==> src/rtl/qpu_mcu_measure_collect.sv <==
// qpu_mcu_measure_collect
// Collects per-qubit readout results for one measurement batch and emits a
// single-cycle commit toward the measurement-result registers.
module qpu_mcu_measure_collect #(
    parameter int QUBIT_NUM = 12,
    parameter int TIMEOUT_W = 16
) (
    input  logic                 clk,
    input  logic                 rst,
    input  logic                 meas_req_valid,
    output logic                 meas_req_ready,
    input  logic [QUBIT_NUM-1:0] meas_req_list,
    input  logic [TIMEOUT_W-1:0] meas_timeout_cfg,
    input  logic [QUBIT_NUM-1:0] adc_res_vld,
    input  logic [QUBIT_NUM-1:0] adc_res_val,
    output logic                 mcu_measure_o_wen,
    output logic [QUBIT_NUM-1:0] mcu_measure_o_data,
    output logic [QUBIT_NUM-1:0] mcu_measure_o_list,
    output logic                 mcu_measure_o_timeout,
    output logic                 busy,
    output logic                 err_stray
);

    typedef enum logic [1:0] {
        IDLE    = 2'd0,
        COLLECT = 2'd1,
        COMMIT  = 2'd2
    } state_t;

    state_t                 r_state;
    state_t                 w_stateNext;

    logic [QUBIT_NUM-1:0]   r_pending;
    logic [QUBIT_NUM-1:0]   r_got;
    logic [QUBIT_NUM-1:0]   r_data;
    logic [TIMEOUT_W-1:0]   r_timer;
    logic [QUBIT_NUM-1:0]   r_outData;
    logic [QUBIT_NUM-1:0]   r_outList;
    logic                   r_outTimeout;
    logic                   r_errStray;

    logic                   w_accept;
    logic [QUBIT_NUM-1:0]   w_acc;
    logic [QUBIT_NUM-1:0]   w_gotNext;
    logic [QUBIT_NUM-1:0]   w_dataNext;
    logic                   w_done;
    logic                   w_timeoutHit;
    logic                   w_enterCommit;
    logic                   w_strayNow;

    // A batch starts only from IDLE with a non-empty list; an empty list is
    // handshaken and silently dropped.
    assign w_accept = (r_state == IDLE) && meas_req_valid && (meas_req_list != '0);

    // First result per qubit wins: only pending qubits not yet seen are taken.
    assign w_acc      = adc_res_vld & r_pending & ~r_got;
    assign w_gotNext  = r_got | w_acc;
    assign w_dataNext = (r_data & ~w_acc) | (adc_res_val & w_acc);
    assign w_done     = (w_gotNext == r_pending);

    // A zero configuration disables the timeout entirely.
    assign w_timeoutHit = (meas_timeout_cfg != '0) &&
                          (r_timer == (meas_timeout_cfg - TIMEOUT_W'(1)));

    assign w_enterCommit = (r_state == COLLECT) && (w_done || w_timeoutHit);

    // While collecting only non-pending strobes are stray; outside a batch
    // every strobe is stray.
    assign w_strayNow = (r_state == COLLECT) ? |(adc_res_vld & ~r_pending)
                                             : |adc_res_vld;

    // State register; reset aborts any batch without a commit.
    always_ff @(posedge clk or posedge rst) begin
        if (rst) begin
            r_state <= IDLE;
        end else begin
            r_state <= w_stateNext;
        end
    end

    // Next-state and handshake/status outputs, all decoded from the state.
    always_comb begin
        w_stateNext       = r_state;
        meas_req_ready    = 1'b0;
        mcu_measure_o_wen = 1'b0;
        busy              = 1'b1;
        case (r_state)
            IDLE: begin
                meas_req_ready = 1'b1;
                busy           = 1'b0;
                if (w_accept) begin
                    w_stateNext = COLLECT;
                end
            end
            COLLECT: begin
                if (w_done || w_timeoutHit) begin
                    w_stateNext = COMMIT;
                end
            end
            COMMIT: begin
                mcu_measure_o_wen = 1'b1;
                w_stateNext       = IDLE;
            end
            default: begin
                w_stateNext = IDLE;
            end
        endcase
    end

    // Batch bookkeeping: latch the list on accept, gather results and run
    // the saturating timer while collecting.
    always_ff @(posedge clk or posedge rst) begin
        if (rst) begin
            r_pending <= '0;
            r_got     <= '0;
            r_data    <= '0;
            r_timer   <= '0;
        end else if (w_accept) begin
            r_pending <= meas_req_list;
            r_got     <= '0;
            r_data    <= '0;
            r_timer   <= '0;
        end else if (r_state == COLLECT) begin
            r_got  <= w_gotNext;
            r_data <= w_dataNext;
            if (!w_done && (r_timer != '1)) begin
                r_timer <= r_timer + TIMEOUT_W'(1);
            end
        end
    end

    // Commit payload is captured as COLLECT ends and held until the next commit.
    always_ff @(posedge clk or posedge rst) begin
        if (rst) begin
            r_outData    <= '0;
            r_outList    <= '0;
            r_outTimeout <= 1'b0;
        end else if (w_enterCommit) begin
            r_outData    <= w_dataNext;
            r_outList    <= r_pending;
            r_outTimeout <= !w_done;
        end
    end

    // Sticky stray-result flag, cleared only by reset.
    always_ff @(posedge clk or posedge rst) begin
        if (rst) begin
            r_errStray <= 1'b0;
        end else if (w_strayNow) begin
            r_errStray <= 1'b1;
        end
    end

    assign mcu_measure_o_data    = r_outData;
    assign mcu_measure_o_list    = r_outList;
    assign mcu_measure_o_timeout = r_outTimeout;
    assign err_stray             = r_errStray;

endmodule
==> config.mk <==
export PLATFORM = sky130hd
export DESIGN_NAME = qpu_mcu_measure_collect
export DESIGN_NICKNAME = d
export VERILOG_FILES = /design/src/rtl/qpu_mcu_measure_collect.sv
export SDC_FILE = /design/constraint.sdc
export NUM_CORES = 1
export LEC_CHECK = 0
export ABC_AREA = 0
export CORE_MARGIN = 2
export CORE_UTILIZATION = 30
export DETAILED_ROUTE_END_ITERATION = 7
export PLACE_DENSITY_LB_ADDON = 0.2
export SLEW_MARGIN = 20
export SYNTH_ARGS = -nofsm -noshare
export SYNTH_HDL_FRONTEND = slang
export SYNTH_SLANG_ARGS = --single-unit
==> constraint.sdc <==
create_clock -name clk -period 8.5 [get_ports clk]
set_input_delay 2.125 -clock clk [delete_from_list [all_inputs] [get_ports clk]]
set_output_delay 2.125 -clock clk [all_outputs]
set_load 0.1 [all_outputs]
==> metrics.md <==
| Metric | Value |
|---|---|
| Outcome | finished clean |
| Final worst path period need | 5.13 ns |
| RSZ-0062 raised after global routing | no |
| Mapped cell area | 4590 µm² |
| # setup viols final | 0 |
| Maximum clock rate | 195 MHz |
| Deepest clock path buffer count | 2 |
| CP Class | input pin to flop |
| Max Slew Vio Count | 0 |
| Htree depth | 3 |
| Post-DRT Antenna Nets | 0 |
| # Max-Cap Violations | 0 |
| Num CTS Buffers | 9 |
| Most frequent cells in the layout | 83 x clkdlybuf4s50_1, 80 x dfrtp_1, 70 x nand2_1 |
| Top Layer Used | met4 |
| Peak VDD IR | 0.230 mV |
| Worst path max stage delay | 0.75 ns |
| Worst-Margin Slew | 0.980 ns |
| Asr flop ratio synth | 100% |
| Post-synth EDFFs | 0 |
| Clk root buf | clkbuf_16 |
| Final hold vios | 0 |
| CTS Hold Bufs | 0 |
| Initial Utilization | 30.4% |
| Met3 Routed Length | 701 µm |
| Metal-1 WL | 5950 µm |
| CTS tree | built |
| Most used DFF post-synth | dfrtp_1 |
| Share of cells above drive strength 1 | 8.08% |
| Overflow after GRT | 0 |
| Cts repair resizes | 0 |
| Crit. End Element | flop |
| Fin crit share | 60.4% |
| Crit start category | input pin |
| Die Y | 128 µm |
| Cell row count | 45 |
| DRT Pass-1 Iters | 4 |
| Relative slew margins | 34.5% |
| Worst-path cell with the longest stage delay | nor4_1 |
| Vias in the first global route | 4,086 |
| Sink Count | 80 |
| Critical path peak fanout | 25 |
| Hold slack | 0.469 ns |
| Largest net degree at the start of global routing | 81 |
| Routed length per instance | 17.7 µm |
| Unique cell type count in the Yosys netlist | 56 |
| Final Util | 38.9% |
| Synthesized area per cell | 9.06 µm² |
| Total power | 0.00194 W |
| Postcts setup bufs | 0 |
| HPWL after DPL | 9780 µm |
| WP data required | 8.74 ns |
| # nets final | 637 |
| Most common cell after layout, fill and taps aside | clkdlybuf4s50_1 |
| Family with the most delay on the worst path | simple AND/OR/NAND/NOR gates |
| Yosys warnings | 0 |
| IO Port Bufs | 83 |
| Antenna Diode Count | 0 |
| Worst path cell trace | clkdlybuf4s50_1 -> nor4_1 -> nand2_1 -> o41ai_1 -> nor3_1 -> or4_4 -> o31a_4 -> o32ai_1 |
| Routed wl met2 | 6840 µm |
| TNS Setup | 0 ns |
| Remaining DRCs | 0 |
| Pwr dens | 331 nW/µm² |
| Synth area leaders | dfrtp_1 44%, nand2_1 5.7%, xnor2_1 5.3% |
| Clock skew | 0.0113 ns |
| Die footprint | 16,300 µm² |
| Leak | 2.32 nW |
| Initial antenna violation count | 0 |
| Clk_lat worst skew | 0.34 ns |
| Register bit total from synthesis | 80 |
| Hold Crit Class | flop to flop |
| WHS Path Cells | 2 |
| Via density per instance | 5.31 |
| CP bufs+invs | 1 |
| Cell taking the most area after synthesis | dfrtp_1 |
| Gr usage total | 17.1% |
| Cells after Synth | 507 |
| WL final | 13,600 µm |
| Crit path depth | 8 |
| Detailed-route via count | 4,086 |
| Top Ports | 84 |
| Worst-path clk slew | 0.06 ns |
| First-pass GRT wire length | 21,700 µm |
| Yosys top cell area share | 43.6% |
| Worst r2r path cells | 7 |
| Area growth, synth to finish | 27.6% |
| Die X-Extent | 128 µm |
| CP arrival | 5.37 ns |
| Syn Nets | 565 |
| Sequential share of the synthesized area | 43.6% |
| Detailed router's first-iteration violation count | 246 |
| Final Wtd Congestion | 0.852 |
| Core ar. | 15,100 µm² |
-- flip-flops by register name (all words and copies together), names as in the netlist --
register,count
r_pending,12
r_data,12
r_state,2
mcu_measure_o_list,12
r_timer,16
mcu_measure_o_data,12
mcu_measure_o_timeout,1
r_got,12
err_stray,1
-- path summary, 6_finish.rpt --
| path | from | slack (ns) | to |
|---|---|---|---|
| setup / recovery | meas_timeout_cfg[3] | 3.37 | mcu_measure_o_list[8] |
| hold / removal | r_data[0] | 0.47 | r_data[0] |
| setup reg to reg | r_pending[6] | 5.90 | r_timer[5] |
| hold reg to reg | r_data[0] | 0.47 | r_data[0] |
| max in group asynchronous | rst | 5.68 | r_got[10] |
| min in group asynchronous | rst | 2.32 | r_timer[4] |
-- final cells by class --
cell class | count | area, µm²
clock buffers | 10 | 229
clock inverters | 4 | 23.8
fillers | 1516 | 9230
inverters | 32 | 121
multi-input cells | 367 | 2370
flip-flops and latches | 80 | 2000
well taps | 188 | 235
repair buffers | 89 | 880
-- per-layer routing --
metal | global-route usage (%) | vias to the layer above
met5 | 0 | -
met3 | 4.42 | 10
li1 | - | 1953
met4 | 4.78 | 0
met2 | 28.9 | 111
met1 | 21.7 | 2012
-- tightest hold or removal path: cells and delay by family (launching register included) --
| kind | cells | cell delay [ns] |
|---|---|---|
| flops | 1 | 0.34 |
| simple gates | 2 | 0.10 |
-- where the power goes --
| part | switching, W | internal [W] |
|---|---|---|
| Clock | 0.000149 | 0.000193 |
| Sequential | 0.000130 | 0.000519 |
| Combinational | 0.000664 | 0.000287 |
| Total | 0.000943 | 0.00100 |
-- kinds of logic (layout without fill, tap and decap cells) --
| kind of cell | Yosys count | after routing | share of synthesized area, % |
|---|---|---|---|
| mux | 14 | 14 | 3.38 |
| flops | 80 | 80 | 43.6 |
| simple gates | 214 | 214 | 23.3 |
| fa+ha+maj | 3 | 3 | 0.817 |
| compound gates | 101 | 101 | 17.0 |
| buf+inv | 60 | 135 | 5.23 |
| xor+xnor | 35 | 35 | 6.67 |
-- synth_stat cells (all sizes together), types with 2 or more instances --
cell type,count
and4,2
o31a,2
buf,8
mux2i,2
nand3,8
a221oi,3
or4,5
a22o,3
nand2b,5
nor4b,5
nand2,70
xor2,7
nor3b,11
a31oi,14
xnor2,28
o32ai,25
nand4b,3
nor2,54
nor4,20
inv,32
clkbuf,20
a22oi,2
nor2b,12
nand4,7
a21oi,6
o21a,2
a2111oi,3
o41ai,2
mux2,12
ha,3
o21ai,29
dfrtp,80
nor3,8
-- per-stage QoR --
step           setup WS (ns)  area, µm²  std cells
5_1_grt                 3.16       5860        770
3_5_place_dp            3.07       5600        756
2_1_floorplan           3.73       4590        507
6_report                3.37       5860        770
4_1_cts                 3.42       5860        770
3_3_place_gp            3.15       5600        756
No activity file was read; power rests on OpenSTA's default activity.
